--- src/rtl/load_store_unit_if.sv ---
// Request/response and data-memory bus bundle for the load/store unit.
// The unit itself connects through the slave modport; the CPU side and memory model use master.
interface load_store_unit_if #(
    parameter int XLEN   = 32,
    parameter int ADDR_W = 32
);
    localparam int B = XLEN / 8;

    logic              req_valid;
    logic              req_ready;
    logic              req_we;
    logic [2:0]        req_type;
    logic [ADDR_W-1:0] req_addr;
    logic [XLEN-1:0]   req_wdata;
    logic              resp_valid;
    logic [XLEN-1:0]   resp_rdata;
    logic              resp_err;
    logic              mem_req;
    logic [ADDR_W-1:0] mem_addr;
    logic [B-1:0]      mem_we;
    logic [XLEN-1:0]   mem_wdata;
    logic              mem_ack;
    logic [XLEN-1:0]   mem_rdata;

    modport master (
        output req_valid, req_we, req_type, req_addr, req_wdata, mem_ack, mem_rdata,
        input  req_ready, resp_valid, resp_rdata, resp_err, mem_req, mem_addr, mem_we, mem_wdata
    );

    modport slave (
        input  req_valid, req_we, req_type, req_addr, req_wdata, mem_ack, mem_rdata,
        output req_ready, resp_valid, resp_rdata, resp_err, mem_req, mem_addr, mem_we, mem_wdata
    );
endinterface

--- src/rtl/load_store_unit.sv ---
// Multi-cycle load/store unit: byte-lane strobes, beat alignment, two-beat split of
// line-crossing accesses, load extension and misalign/size/timeout error reporting.
module load_store_unit #(
    parameter int XLEN             = 32,
    parameter int ADDR_W           = 32,
    parameter int ALLOW_MISALIGNED = 1,
    parameter int TIMEOUT          = 255
) (
    input  logic               clk,
    input  logic               rst,
    load_store_unit_if.slave   bus
);
    localparam int B     = XLEN / 8;
    localparam int OFF_W = $clog2(B);

    localparam logic [1:0] IDLE  = 2'd0;
    localparam logic [1:0] BEAT0 = 2'd1;
    localparam logic [1:0] BEAT1 = 2'd2;
    localparam logic [1:0] RESP  = 2'd3;

    localparam logic [7:0] TMO_LAST = 8'(TIMEOUT - 1);

    // Keep the low 8<<size bits; sign-extend from the top kept bit unless unsigned.
    function automatic logic [XLEN-1:0] extend_load(input logic [XLEN-1:0] raw,
                                                    input logic [1:0]      size,
                                                    input logic            uns);
        int              nb;
        logic [XLEN-1:0] mask;
        logic [XLEN-1:0] top;
        logic            sgn;
        nb   = ((32'sd8 << size) > XLEN) ? XLEN : (32'sd8 << size);
        mask = {XLEN{1'b1}} >> (XLEN - nb);
        top  = mask ^ (mask >> 1);
        sgn  = (|(raw & top)) & ~uns;
        return (raw & mask) | (sgn ? ~mask : {XLEN{1'b0}});
    endfunction

    logic [1:0]        state_r;
    logic [7:0]        tmo_cnt_r;
    logic              we_r;
    logic [1:0]        size_r;
    logic              uns_r;
    logic [OFF_W-1:0]  off_r;
    logic              split_r;
    logic [B-1:0]      beat1_we_r;
    logic [XLEN-1:0]   beat1_wdata_r;
    logic [XLEN-1:0]   beat0_rdata_r;

    logic              req_ready_r;
    logic              resp_valid_r;
    logic [XLEN-1:0]   resp_rdata_r;
    logic              resp_err_r;
    logic              mem_req_r;
    logic [ADDR_W-1:0] mem_addr_r;
    logic [B-1:0]      mem_we_r;
    logic [XLEN-1:0]   mem_wdata_r;

    logic [1:0]        size_s;
    logic [OFF_W-1:0]  off_s;
    int                n_s;
    logic              split_s;
    logic              reject_s;
    logic [2*B-1:0]    lane_full_s;
    logic [2*XLEN-1:0] wdata_full_s;
    logic [XLEN-1:0]   lo_rdata_s;
    logic [2*XLEN-1:0] rdata_pair_s;
    logic [XLEN-1:0]   load_s;

    // Decode the incoming request: lane strobes and shifted data for both beats.
    always_comb begin
        size_s       = bus.req_type[1:0];
        off_s        = bus.req_addr[OFF_W-1:0];
        n_s          = 32'sd1 << size_s;
        split_s      = (int'(off_s) + n_s) > B;
        reject_s     = ((size_s == 2'b11) && (XLEN < 64)) || (split_s && (ALLOW_MISALIGNED == 0));
        lane_full_s  = ({(2*B){1'b1}} >> (2*B - n_s)) << off_s;
        wdata_full_s = {{XLEN{1'b0}}, bus.req_wdata} << {off_s, 3'b000};
    end

    // Reassemble load data from one or two beats and extend it.
    always_comb begin
        lo_rdata_s   = split_r ? beat0_rdata_r : bus.mem_rdata;
        rdata_pair_s = {bus.mem_rdata, lo_rdata_s} >> {off_r, 3'b000};
        load_s       = extend_load(rdata_pair_s[XLEN-1:0], size_r, uns_r);
    end

    // Access sequencer; every bus and response output is registered here.
    always_ff @(posedge clk) begin
        if (!rst) begin
            state_r       <= IDLE;
            tmo_cnt_r     <= 8'd0;
            we_r          <= 1'b0;
            size_r        <= 2'd0;
            uns_r         <= 1'b0;
            off_r         <= {OFF_W{1'b0}};
            split_r       <= 1'b0;
            beat1_we_r    <= {B{1'b0}};
            beat1_wdata_r <= {XLEN{1'b0}};
            beat0_rdata_r <= {XLEN{1'b0}};
            req_ready_r   <= 1'b0;
            resp_valid_r  <= 1'b0;
            resp_rdata_r  <= {XLEN{1'b0}};
            resp_err_r    <= 1'b0;
            mem_req_r     <= 1'b0;
            mem_addr_r    <= {ADDR_W{1'b0}};
            mem_we_r      <= {B{1'b0}};
            mem_wdata_r   <= {XLEN{1'b0}};
        end else begin
            case (state_r)
                IDLE: begin
                    req_ready_r <= 1'b1;
                    if (bus.req_valid && req_ready_r) begin
                        req_ready_r   <= 1'b0;
                        we_r          <= bus.req_we;
                        size_r        <= size_s;
                        uns_r         <= bus.req_type[2];
                        off_r         <= off_s;
                        split_r       <= split_s;
                        tmo_cnt_r     <= 8'd0;
                        beat1_we_r    <= bus.req_we ? lane_full_s[2*B-1:B] : {B{1'b0}};
                        beat1_wdata_r <= wdata_full_s[2*XLEN-1:XLEN];
                        if (reject_s) begin
                            state_r      <= RESP;
                            resp_valid_r <= 1'b1;
                            resp_err_r   <= 1'b1;
                        end else begin
                            state_r     <= BEAT0;
                            mem_req_r   <= 1'b1;
                            mem_addr_r  <= {bus.req_addr[ADDR_W-1:OFF_W], {OFF_W{1'b0}}};
                            mem_we_r    <= bus.req_we ? lane_full_s[B-1:0] : {B{1'b0}};
                            mem_wdata_r <= wdata_full_s[XLEN-1:0];
                        end
                    end
                end
                BEAT0, BEAT1: begin
                    if (bus.mem_ack) begin
                        tmo_cnt_r <= 8'd0;
                        if ((state_r == BEAT0) && split_r) begin
                            state_r       <= BEAT1;
                            beat0_rdata_r <= bus.mem_rdata;
                            mem_addr_r    <= mem_addr_r + ADDR_W'(B);
                            mem_we_r      <= beat1_we_r;
                            mem_wdata_r   <= beat1_wdata_r;
                        end else begin
                            state_r      <= RESP;
                            mem_req_r    <= 1'b0;
                            mem_addr_r   <= {ADDR_W{1'b0}};
                            mem_we_r     <= {B{1'b0}};
                            mem_wdata_r  <= {XLEN{1'b0}};
                            resp_valid_r <= 1'b1;
                            resp_err_r   <= 1'b0;
                            resp_rdata_r <= we_r ? {XLEN{1'b0}} : load_s;
                        end
                    end else if (tmo_cnt_r == TMO_LAST) begin
                        // Beat abandoned; a pending second beat is never issued.
                        state_r      <= RESP;
                        mem_req_r    <= 1'b0;
                        mem_addr_r   <= {ADDR_W{1'b0}};
                        mem_we_r     <= {B{1'b0}};
                        mem_wdata_r  <= {XLEN{1'b0}};
                        resp_valid_r <= 1'b1;
                        resp_err_r   <= 1'b1;
                        resp_rdata_r <= {XLEN{1'b0}};
                    end else begin
                        tmo_cnt_r <= tmo_cnt_r + 8'd1;
                    end
                end
                RESP: begin
                    state_r      <= IDLE;
                    resp_valid_r <= 1'b0;
                    resp_err_r   <= 1'b0;
                    resp_rdata_r <= {XLEN{1'b0}};
                    req_ready_r  <= 1'b1;
                end
                default: begin
                    state_r <= IDLE;
                end
            endcase
        end
    end

    assign bus.req_ready  = req_ready_r;
    assign bus.resp_valid = resp_valid_r;
    assign bus.resp_rdata = resp_rdata_r;
    assign bus.resp_err   = resp_err_r;
    assign bus.mem_req    = mem_req_r;
    assign bus.mem_addr   = mem_addr_r;
    assign bus.mem_we     = mem_we_r;
    assign bus.mem_wdata  = mem_wdata_r;
endmodule

--- src/flat_wrapper.sv ---
// flat-port wrapper written by rule: the top's interface ports become plain ports
module load_store_unit_flat 
#(
    parameter int XLEN             = 32,
    parameter int ADDR_W           = 32,
    parameter int ALLOW_MISALIGNED = 1,
    parameter int TIMEOUT          = 255
)
  (clk, rst, bus_req_valid, bus_req_we, bus_req_type, bus_req_addr, bus_req_wdata, bus_mem_ack, bus_mem_rdata, bus_req_ready, bus_resp_valid, bus_resp_rdata, bus_resp_err, bus_mem_req, bus_mem_addr, bus_mem_we, bus_mem_wdata);
  load_store_unit_if #(.XLEN(XLEN), .ADDR_W(ADDR_W)) bus_i ();
  input  logic clk;
  input  logic rst;
  input wire logic [$bits(bus_i.req_valid)-1:0] bus_req_valid;
  input wire logic [$bits(bus_i.req_we)-1:0] bus_req_we;
  input wire logic [$bits(bus_i.req_type)-1:0] bus_req_type;
  input wire logic [$bits(bus_i.req_addr)-1:0] bus_req_addr;
  input wire logic [$bits(bus_i.req_wdata)-1:0] bus_req_wdata;
  input wire logic [$bits(bus_i.mem_ack)-1:0] bus_mem_ack;
  input wire logic [$bits(bus_i.mem_rdata)-1:0] bus_mem_rdata;
  output wire logic [$bits(bus_i.req_ready)-1:0] bus_req_ready;
  output wire logic [$bits(bus_i.resp_valid)-1:0] bus_resp_valid;
  output wire logic [$bits(bus_i.resp_rdata)-1:0] bus_resp_rdata;
  output wire logic [$bits(bus_i.resp_err)-1:0] bus_resp_err;
  output wire logic [$bits(bus_i.mem_req)-1:0] bus_mem_req;
  output wire logic [$bits(bus_i.mem_addr)-1:0] bus_mem_addr;
  output wire logic [$bits(bus_i.mem_we)-1:0] bus_mem_we;
  output wire logic [$bits(bus_i.mem_wdata)-1:0] bus_mem_wdata;
  assign bus_i.req_valid = bus_req_valid;
  assign bus_i.req_we = bus_req_we;
  assign bus_i.req_type = bus_req_type;
  assign bus_i.req_addr = bus_req_addr;
  assign bus_i.req_wdata = bus_req_wdata;
  assign bus_i.mem_ack = bus_mem_ack;
  assign bus_i.mem_rdata = bus_mem_rdata;
  assign bus_req_ready = bus_i.req_ready;
  assign bus_resp_valid = bus_i.resp_valid;
  assign bus_resp_rdata = bus_i.resp_rdata;
  assign bus_resp_err = bus_i.resp_err;
  assign bus_mem_req = bus_i.mem_req;
  assign bus_mem_addr = bus_i.mem_addr;
  assign bus_mem_we = bus_i.mem_we;
  assign bus_mem_wdata = bus_i.mem_wdata;
  load_store_unit #(.XLEN(XLEN), .ADDR_W(ADDR_W), .ALLOW_MISALIGNED(ALLOW_MISALIGNED), .TIMEOUT(TIMEOUT)) u_core (.clk(clk), .rst(rst), .bus(bus_i));
endmodule
--- config.mk ---
export PLATFORM = sky130hd
export DESIGN_NAME = load_store_unit_flat
export DESIGN_NICKNAME = d
export VERILOG_FILES = /design/src/rtl/load_store_unit_if.sv /design/src/rtl/load_store_unit.sv /design/src/flat_wrapper.sv
export SDC_FILE = /design/constraint.sdc
export NUM_CORES = 1
export LEC_CHECK = 0
export ABC_AREA = 1
export BUFFER_PORTS_ARGS = -buffer_cell sky130_fd_sc_hd__clkbuf_2
export CAP_MARGIN = 0
export CORE_MARGIN = 1
export CORE_UTILIZATION = 45
export DETAILED_ROUTE_END_ITERATION = 12
export GPL_ROUTABILITY_DRIVEN = 0
export PLACE_DENSITY = 0.66
export SLEW_MARGIN = 10
export SYNTH_ARGS = -nofsm -noshare
export SYNTH_HDL_FRONTEND = slang
export SYNTH_SLANG_ARGS = --single-unit
--- constraint.sdc ---
create_clock -name clk -period 3.1 [get_ports clk]
set_input_delay 0.31 -clock clk [delete_from_list [all_inputs] [get_ports clk]]
set_output_delay 0.31 -clock clk [all_outputs]
set_load 0.02 [all_outputs]
[Word level (Yosys, flattened, before mapping)]
Index checks and enable logic that the tools add are counted.
Word-level totals
  flip-flop bits (word level): 189
  input port bits: 104
  output and inout bits: 104
  word-level logic and storage cells: 118
Operators by class
  add/subtract/negate cells: 5
  $lt $le $gt $ge: 2
  eq/ne operators: 11
  shifts and indexed selects: 7
  mux-type cells: 52
  bitwise operators: 7
  reduce and logical (&&, ||, !) cells: 16
Operator list (count)
  two-way mux 32 bit: 15
  one-hot mux 32 bit (2 select lines): 3
  bitwise AND 32 bit: 2
  << shifter 32 x 5 -> 64 bit: 1
  right shift 64 x 5 -> 32 bit: 1
  adder 3 x 32 -> 32 bit: 1
  adder 32 x 3 -> 32 bit (second input constant): 1
  > comparator 32 x 4 -> 1 bit (second input constant): 1
  > comparator 32 x 7 -> 1 bit (second input constant): 1
  inverter 32 bit: 1
  bitwise OR 32 bit: 1
  OR reduction 32 bit: 1
  << shifter 1 x 2 -> 32 bit (first input constant): 1
  << shifter 4 x 2 -> 32 bit (first input constant): 1
  right shift 32 x 32 -> 32 bit (first input constant): 1
  right shift 8 x 32 -> 8 bit (first input constant): 1
  subtractor 5 x 32 -> 32 bit (first input constant): 1
  subtractor 7 x 32 -> 32 bit (first input constant): 1
  bitwise XOR 32 x 31 -> 32 bit: 1
  two-way mux 4 bit: 7
  two-way mux 8 bit: 3
  one-hot mux 8 bit (2 select lines): 1
  two-way mux 1 bit: 13
  AND reduction 3 bit: 3
  23 further kinds: 37

[Longest topological paths before layout]
Gate-level depths: netlist of run 1.
  depth in word-level cells: 15
  depth in mapped cells: 17
  depth with buffers taken out: 17

[Worst setup path before layout of run 1]
OpenSTA, ideal clock, no wires.
  path type: register to register
  from: register u_core.size_r[1]
  to: register u_core.resp_rdata_r[0] (netlist: u_core.bus.resp_rdata[0])
  library setup time: 0.132 ns
  arrival: 2.040 ns
  data required time: 2.968 ns
  path slack: 0.928 ns
  stages on the path, launching flop included: 16
  path buffers: 0
  period minus slack after synthesis: 2.172 ns
  cell sequence: dfxtp_1 -> nor2_1 -> clkinv_1 -> ha_1 -> nand2_1 -> nand2_1 -> nand2_1 -> inv_2 -> nand2_1 -> nand2_1 -> nand2_1 -> nand2_1 -> o21ai_2 -> nand2_2 -> nand2_1 -> a21oi_1
On the way
  longest elaborated chain between the ends: 15
  elaborated cells between the ends (all ways): 17
  those cells by class: 1 x add/sub; 1 x order compare; 2 x shift; 6 x mux; 6 x bitwise; 1 x reduce/logical
Ends and longest elaborated chain
  start, declared: RTL line load_store_unit.sv:41  | logic [1:0] size_r;
  start signal, assigned: RTL line load_store_unit.sv:115  | size_r <= size_s;
  << shifter 4 x 2 -> 32 bit (*): RTL line load_store_unit.sv:31  | nb = ((32'sd8 << size) > XLEN) ? XLEN : (32'sd8 << size);
  > comparator 32 x 7 -> 1 bit: RTL line load_store_unit.sv:31
  two-way mux 32 bit (*): RTL line load_store_unit.sv:31
  subtractor 7 x 32 -> 32 bit (*): RTL line load_store_unit.sv:32  | mask = {XLEN{1'b1}} >> (XLEN - nb);
  right shift 32 x 32 -> 32 bit (*): RTL line load_store_unit.sv:32
  bitwise XOR 32 x 31 -> 32 bit: RTL line load_store_unit.sv:33  | top = mask ^ (mask >> 1);
  bitwise AND 32 bit: RTL line load_store_unit.sv:34  | sgn = (|(raw & top)) & ~uns;
  OR reduction 32 bit: RTL line load_store_unit.sv:34
  bitwise AND 1 bit: RTL line load_store_unit.sv:34
  two-way mux 32 bit: RTL line load_store_unit.sv:35  | return (raw & mask) | (sgn ? ~mask : {XLEN{1'b0}});
  bitwise OR 32 bit (*): RTL line load_store_unit.sv:35
  two-way mux 32 bit (*): RTL line load_store_unit.sv:152  | resp_rdata_r <= we_r ? {XLEN{1'b0}} : load_s;
  two-way mux 32 bit (*): RTL line load_store_unit.sv:138  | if ((state_r == BEAT0) && split_r) begin
  two-way mux 32 bit (*): RTL line load_store_unit.sv:136  | if (bus.mem_ack) begin
  one-hot mux 32 bit (2 select lines) (*): RTL line load_store_unit.sv:109  | case (state_r)
  end signal, assigned: RTL line load_store_unit.sv:152
  end signal, assigned: RTL line load_store_unit.sv:163  | resp_rdata_r <= {XLEN{1'b0}};
  end signal, assigned: RTL line load_store_unit.sv:172  | resp_rdata_r <= {XLEN{1'b0}};
  end, declared: RTL line load_store_unit.sv:51  | logic [XLEN-1:0] resp_rdata_r;
Mark *: on every way between the ends. The rest lies on a longest branch, timed or not. The select of a mux whose other input is x is not followed.
A chain may end at the register's enable or synchronous reset.

[Final worst setup path of run 1]
  from: register u_core.size_r[1]
  to: register u_core.resp_rdata_r[2] (netlist: u_core.bus.resp_rdata[2])
Same word-level chain as after synthesis.

==> results of run 1 <==
[final cells by class]
| class | instances | area, um2 | share of cell area (%) |
|---|---|---|---|
| flip-flops and latches | 179 | 3580 | 30.7 |
| well taps | 275 | 344 | 2.95 |
| clock inverters | 13 | 221 | 1.90 |
| multi-input cells | 1089 | 5350 | 45.8 |
| diodes | 1 | 2.50 | 0.0214 |
| clock buffers | 17 | 425 | 3.64 |
| inverters | 140 | 526 | 4.50 |
| repair buffers | 227 | 1230 | 10.5 |
[cell families after synthesis]
logic type | after synthesis | share of synthesized area [%]
and+or+nand+nor | 583 | 24.5
muxes | 3 | 0.304
xor gates and xnor gates | 4 | 0.355
DFF | 179 | 36.3
adders and majority gates | 11 | 1.47
other | 2 | 0.0761
buffers and inverters | 233 | 9.63
AOI/OAI and AO/OA | 484 | 27.4
[Yosys cell counts (10+ instances only)]
library cell,instances
o21ai_0,185
o211ai_1,22
inv_1,125
dfxtp_1,179
nand2_1,357
nand4_1,12
nor2_1,123
clkbuf_1,51
nand3_1,55
ha_1,10
a21oi_1,205
buf_2,30
inv_2,11
a22oi_1,11
[worst paths after layout]
check / to / cells past startpoint
setup / recovery: u_core.bus.resp_rdata[2]$_SDFFE_PN0P_ / 15
hold / removal: u_core.bus.mem_addr[7]$_SDFFE_PN0P_ / 3
setup reg to reg: u_core.bus.resp_rdata[2]$_SDFFE_PN0P_ / 15
hold reg to reg: u_core.bus.resp_rdata[26]$_SDFFE_PN0P_ / 2
[power groups by stage]
stage          Clock (mW)  Combinational (mW)  Sequential, mW
5_1_grt              2.55                4.80            3.24
4_1_cts              2.46                4.31            3.17
3_5_place_dp            0                4.30            3.22
6_report             2.43                4.31            3.18
2_1_floorplan           0                2.67            3.58
3_3_place_gp            0                4.24            3.22
[registers in the layout, indices dropped and copies added, names as in the netlist, 2 cells and up]
| register | cells |
|---|---|
| u_core.beat0_rdata_r | 32 |
| u_core.bus.mem_wdata | 32 |
| u_core.bus.resp_rdata | 32 |
| u_core.bus.mem_addr | 30 |
| u_core.beat1_wdata_r | 24 |
| u_core.tmo_cnt_r | 8 |
| u_core.beat1_we_r | 4 |
| u_core.bus.mem_we | 4 |
| u_core.off_r | 2 |
| u_core.size_r | 2 |
| u_core.state_r | 2 |
[cells in the final DEF (no fill, tap or decap), drive strengths merged, types with 2 or more instances in the layout]
master	synthesis	final
a211oi	9	9
a21oi	205	205
a22oi	11	11
a2bb2oi	8	8
a31oi	9	9
a32oi	2	2
a41oi	7	7
buf	41	23
bufinv	0	5
clkbuf	52	221
clkinv	4	6
conb	2	4
dfxtp	179	179
ha	10	10
inv	136	141
mux2i	3	3
nand2	364	364
nand3	57	57
nand4	13	13
nor2	133	133
nor3	6	6
nor4	3	3
o211ai	22	22
o21ai	193	193
o221a	2	2
o221ai	4	4
o22ai	9	9
or2	6	6
xor2	4	4
[critical path, stage by stage, from the launching register on]
cell	delay [ns]
dfxtp_1	0.35
nor2_1	0.24
clkinv_1	0.31
ha_1	0.30
inv_1	0.05
nand2_1	0.05
nand2_1	0.12
nand3_2	0.24
nand2_1	0.13
nand2_1	0.06
nand2_1	0.05
nand2_1	0.06
o21ai_2	0.25
nand2_2	0.18
nand2_1	0.11
a21oi_1	0.06
[per-layer routing]
layer  track usage, %  up-vias  part of all wire, %
met4             8.74        2                  2.3
li1                 -     5305                    -
met2             44.9      387                   46
met1             36.9     4861                   45
met3             4.91       50                  6.8
met5                0        -                0.035
==> run_results.csv, run 1 <==
group,metric,value,unit
status,status,"completed",
power_and_ir_drop,switching_share,44.1,%
routing,wire_per_inst,16.0,um
power_and_ir_drop,seqPwrFrac,32.1,%
setup_path,required,3.41,ns
global_routing,antenna_found_initial,2,
min_path,hold_class,"in2reg",
timing,tns,0,ns
placement,portBuffers,205,
run,drv_cap,0,
setup_path,critPathLaunch,"u_core.size_r[1]$_SDFFE_PN0P_",
global_routing,first_global_vias,9651,
timing,slew_viol_final,0,
placement,dp_worst_setup_slack,0.456,ns
floorplan,die_w,150,um
yosys,synth-edff-count,0,
yosys,netlist_instances,1499,
timing,slew_headroom,56.7,%
setup_path,path_class,"reg2reg",
clock_tree,cts_resized,0,
power_and_ir_drop,ir_worst_vdd,0.000510,V
power_and_ir_drop,comb_power_share,43.4,%
clock_tree,numCtsBuffers,17,
setup_path,path_max_fanout,10,
yosys,synth_area,9870,um2
layout,drive_gt1_share,18.4,%
layout,final_area,11700,um2
floorplan,start_util,46.4,%
yosys,synth_area_leaders,"dfxtp_1, nand2_1, a21oi_1, o21ai_0, inv_1",
clock_tree,holdBufCountCts,0,
floorplan,ioPinCount,208,
timing,skew,0.0121,ns
routing,drc_errors,0,
global_routing,grt_max_degree,113,
routing,vias,10600,
setup_path,reg2reg_slack,0.42,ns
floorplan,fp-row-count,53,
global_routing,grt_overflow_total,0,
timing,hold_viol,0,
power_and_ir_drop,clkPwrFrac,24.5,%
timing,post-route-period-util,86.4,%
timing,min_period,2.68,ns
yosys,synth_cell_types,49,
yosys,avgSynthCellArea,6.59,um2
min_path,worstHoldStart,"bus_req_addr[7]",
power_and_ir_drop,power_density,849,nW/um2
setup_path,rr_startpoint,"u_core.size_r[1]$_SDFFE_PN0P_",
layout,finish.utilization,54.9,%
clock_tree,clock-sinks,179,
timing,fmax,373,MHz
setup_path,start_kind,"flip-flop",
placement,place_inst,1910,
power_and_ir_drop,power.leakage,5.22,nW
floorplan,die_y,150,um
timing,whs,0.122,ns
timing,tightest_slew,0.645,ns
yosys,synth_top_area_share,36.3,%
global_routing,grt_pass1_wl,49100,um
power_and_ir_drop,p_switching,4.37,mW
routing,routed_via_density,5.46,
routing,drt-initial-drc-count,739,
yosys,yosysTopAreaCell,"dfxtp_1",
yosys,synth-seq-cells,179,
routing,wirelength,31000,um
layout,area_growth,18.3,%
routing,ant_nets,0,
floorplan,core_area,21300,um2
timing,worst_slack,0.422,ns
setup_path,cp_data_arrival_time,2.99,ns
clock_tree,cts_tree,"done",
floorplan,die_area,22500,um2
power_and_ir_drop,p_int,5.55,mW
routing,first_pass_iters,5,
yosys,async_reset_ff_share,0,%
layout,final_cell_count_no_fill,1941,
placement,place_area,11000,um2
placement,post-dp-hpwl,21900,um
timing,setup_viol,0,
clock_tree,clk_latency,0.44,ns
clock_tree,clk_pin_slew_worst_paths,0.08,ns
global_routing,track_usage,27.6,%
timing,rsz0062_at_grt,"false",
layout,nets,1769,
clock_tree,cts_setup_buffers,0,
setup_path,cp-end-kind,"flip-flop",
yosys,ys_seq_area_share,36.3,%
layout,fillers,2153,
yosys,ys.flop_type,"dfxtp_1",
power_and_ir_drop,p_total,9.92,mW
clock_tree,root_buffer,"clkbuf_16",
clock_tree,cts_max_level,4,
clock_tree,clk_path_buf_depth,2,
yosys,ys.warnings.count,0,
Power figures use the tool's default switching activity.
==> run 2, diff against run 1 <==
- CORE_UTILIZATION: 45 -> 56
- PLACE_DENSITY: 0.66 -> 0.8
==> run_results.csv, run 2 (synthesized netlist as in run 1, its figures left out) <==
group,metric,value,unit
timing,whs,0.134,ns
timing,hold_viol,0,
clock_tree,cts_tree,"done",
timing,tightest_slew,0.644,ns
global_routing,track_usage,32.5,%
power_and_ir_drop,ir_worst_vdd,0.000552,V
setup_path,cp_data_arrival_time,2.94,ns
routing,routed_via_density,5.75,
run,drv_cap,0,
routing,wirelength,29500,um
global_routing,grt_pass1_wl,47500,um
clock_tree,cts_resized,0,
layout,nets,1770,
setup_path,path_max_fanout,10,
setup_path,cp-end-kind,"flip-flop",
clock_tree,clk_path_buf_depth,2,
timing,rsz0062_at_grt,"false",
layout,drive_gt1_share,18.5,%
floorplan,die_w,135,um
clock_tree,root_buffer,"clkbuf_16",
status,status,"completed",
setup_path,path_cells,"nor2_1 > clkinv_1 > ha_1 > inv_1 > nand2_1 > nand2_1 > nand3_2 > nand2_1 > nand2_1 > nand2_1 > nand2_1 > o21ai_2 > nand2_2 > nand2_1 > a21oi_1",
power_and_ir_drop,power_density,836,nW/um2
routing,vias,10900,
power_and_ir_drop,power.leakage,5.20,nW
clock_tree,clock-sinks,179,
min_path,hold_class,"in2reg",
setup_path,crit_path_frequent_cell,"nand2_1",
timing,tns,0,ns
global_routing,antenna_found_initial,0,
timing,slew_headroom,57.0,%
setup_path,path_class,"reg2reg",
layout,final_cell_mix,"nand2_1, a21oi_1, clkbuf_2",
clock_tree,clk_pin_slew_worst_paths,0.08,ns
floorplan,die_y,135,um
timing,fmax,379,MHz
floorplan,core_area,17200,um2
clock_tree,cts_setup_buffers,0,
placement,portBuffers,205,
floorplan,start_util,57.3,%
timing,min_period,2.64,ns
layout,fillers,1541,
global_routing,grt_overflow_total,0,
global_routing,grt_max_degree,100,
timing,skew,0.0110,ns
floorplan,fp-row-count,48,
layout,layout_commonest_cell,"nand2_1",
routing,first_pass_iters,6,
layout,area_growth,17.1,%
power_and_ir_drop,p_total,9.66,mW
setup_path,cpMaxStageDelayCell,"dfxtp_1",
layout,final_cell_count_no_fill,1893,
global_routing,first_global_vias,9795,
setup_path,start_kind,"flip-flop",
timing,post-route-period-util,85.2,%
timing,slew_viol_final,0,
routing,drc_errors,0,
clock_tree,clk_latency,0.44,ns
clock_tree,cts_max_level,4,
clock_tree,numCtsBuffers,17,
placement,place_inst,1861,
floorplan,die_area,18200,um2
layout,finish.utilization,67.1,%
routing,drt-initial-drc-count,1118,
setup_path,worst_path_largest_cell_delay,0.34,ns
clock_tree,holdBufCountCts,0,
floorplan,ioPinCount,208,
placement,post-dp-hpwl,21100,um
setup_path,required,3.40,ns
routing,ant_nets,0,
routing,wire_per_inst,15.6,um
timing,setup_viol,0,
layout,diodes,0,
==> run 2: cell types whose count changed in the layout (fill, tap and decap cells not counted), sizes merged <==
cell      delta
inv          +4
clkinvlp     +1
buf          +1
bufinv       -4
diode        -1
clkbuf       +1
==> run 2: critical path, delay by kind of cell (launching register included) <==
kind	cells	cell delay [ns]
adder cells (fa/ha/maj)	1	0.30
AO/OA/AOI/OAI	2	0.31
AND/OR/NAND/NOR	10	1.20
flip-flops	1	0.34
buffers and inverters	2	0.35
==> run 2: routing by layer <==
layer / track usage, % / share of wire, % / vias up
met4: 13.7 / 3.0 / 0
met2: 52.1 / 46 / 537
met3: 6.98 / 8.5 / 78
met5: 0 / 0 / -
met1: 42.3 / 43 / 4955
li1: - / - / 5324
==> run 2: cell type report <==
class / count / area, um2 / area share (%)
Multi-Input combinational cell: 1089 / 5350 / 46.3
Sequential cell: 179 / 3580 / 31.0
Timing Repair Buffer: 228 / 1220 / 10.6
Inverter: 140 / 526 / 4.55
Clock buffer: 18 / 439 / 3.80
Tap cell: 225 / 282 / 2.44
Clock inverter: 14 / 159 / 1.37
==> run 2: power by group <==
| part | switching (mW) | internal, mW |
|---|---|---|
| combinational | 2.96 | 1.31 |
| sequential | 0.402 | 2.79 |
| clock | 1.03 | 1.17 |
| total | 4.39 | 5.27 |
==> run 2: per-stage QoR <==
step | area (um2) | worst slack, ns
after global routing | 11600 | 0.228
final | 11600 | 0.460
after CTS | 11600 | 0.521
after global placement | 11000 | 0.632
after detailed placement | 11000 | 0.559
after floorplan | 9880 | 0.928
==> run 2: final timing paths <==
kind,from,end,slack (ns),cells past startpoint
worst max-delay path,u_core.size_r[1]$_SDFFE_PN0P_,u_core.bus.resp_rdata[4]$_SDFFE_PN0P_,0.46,15
worst min-delay path,bus_req_addr[9],u_core.bus.mem_addr[9]$_SDFFE_PN0P_,0.13,3
worst max register to register,u_core.size_r[1]$_SDFFE_PN0P_,u_core.bus.resp_rdata[4]$_SDFFE_PN0P_,0.46,15
worst min register to register,u_core.bus.resp_rdata[5]$_SDFFE_PN0P_,u_core.bus.resp_rdata[5]$_SDFFE_PN0P_,0.47,2
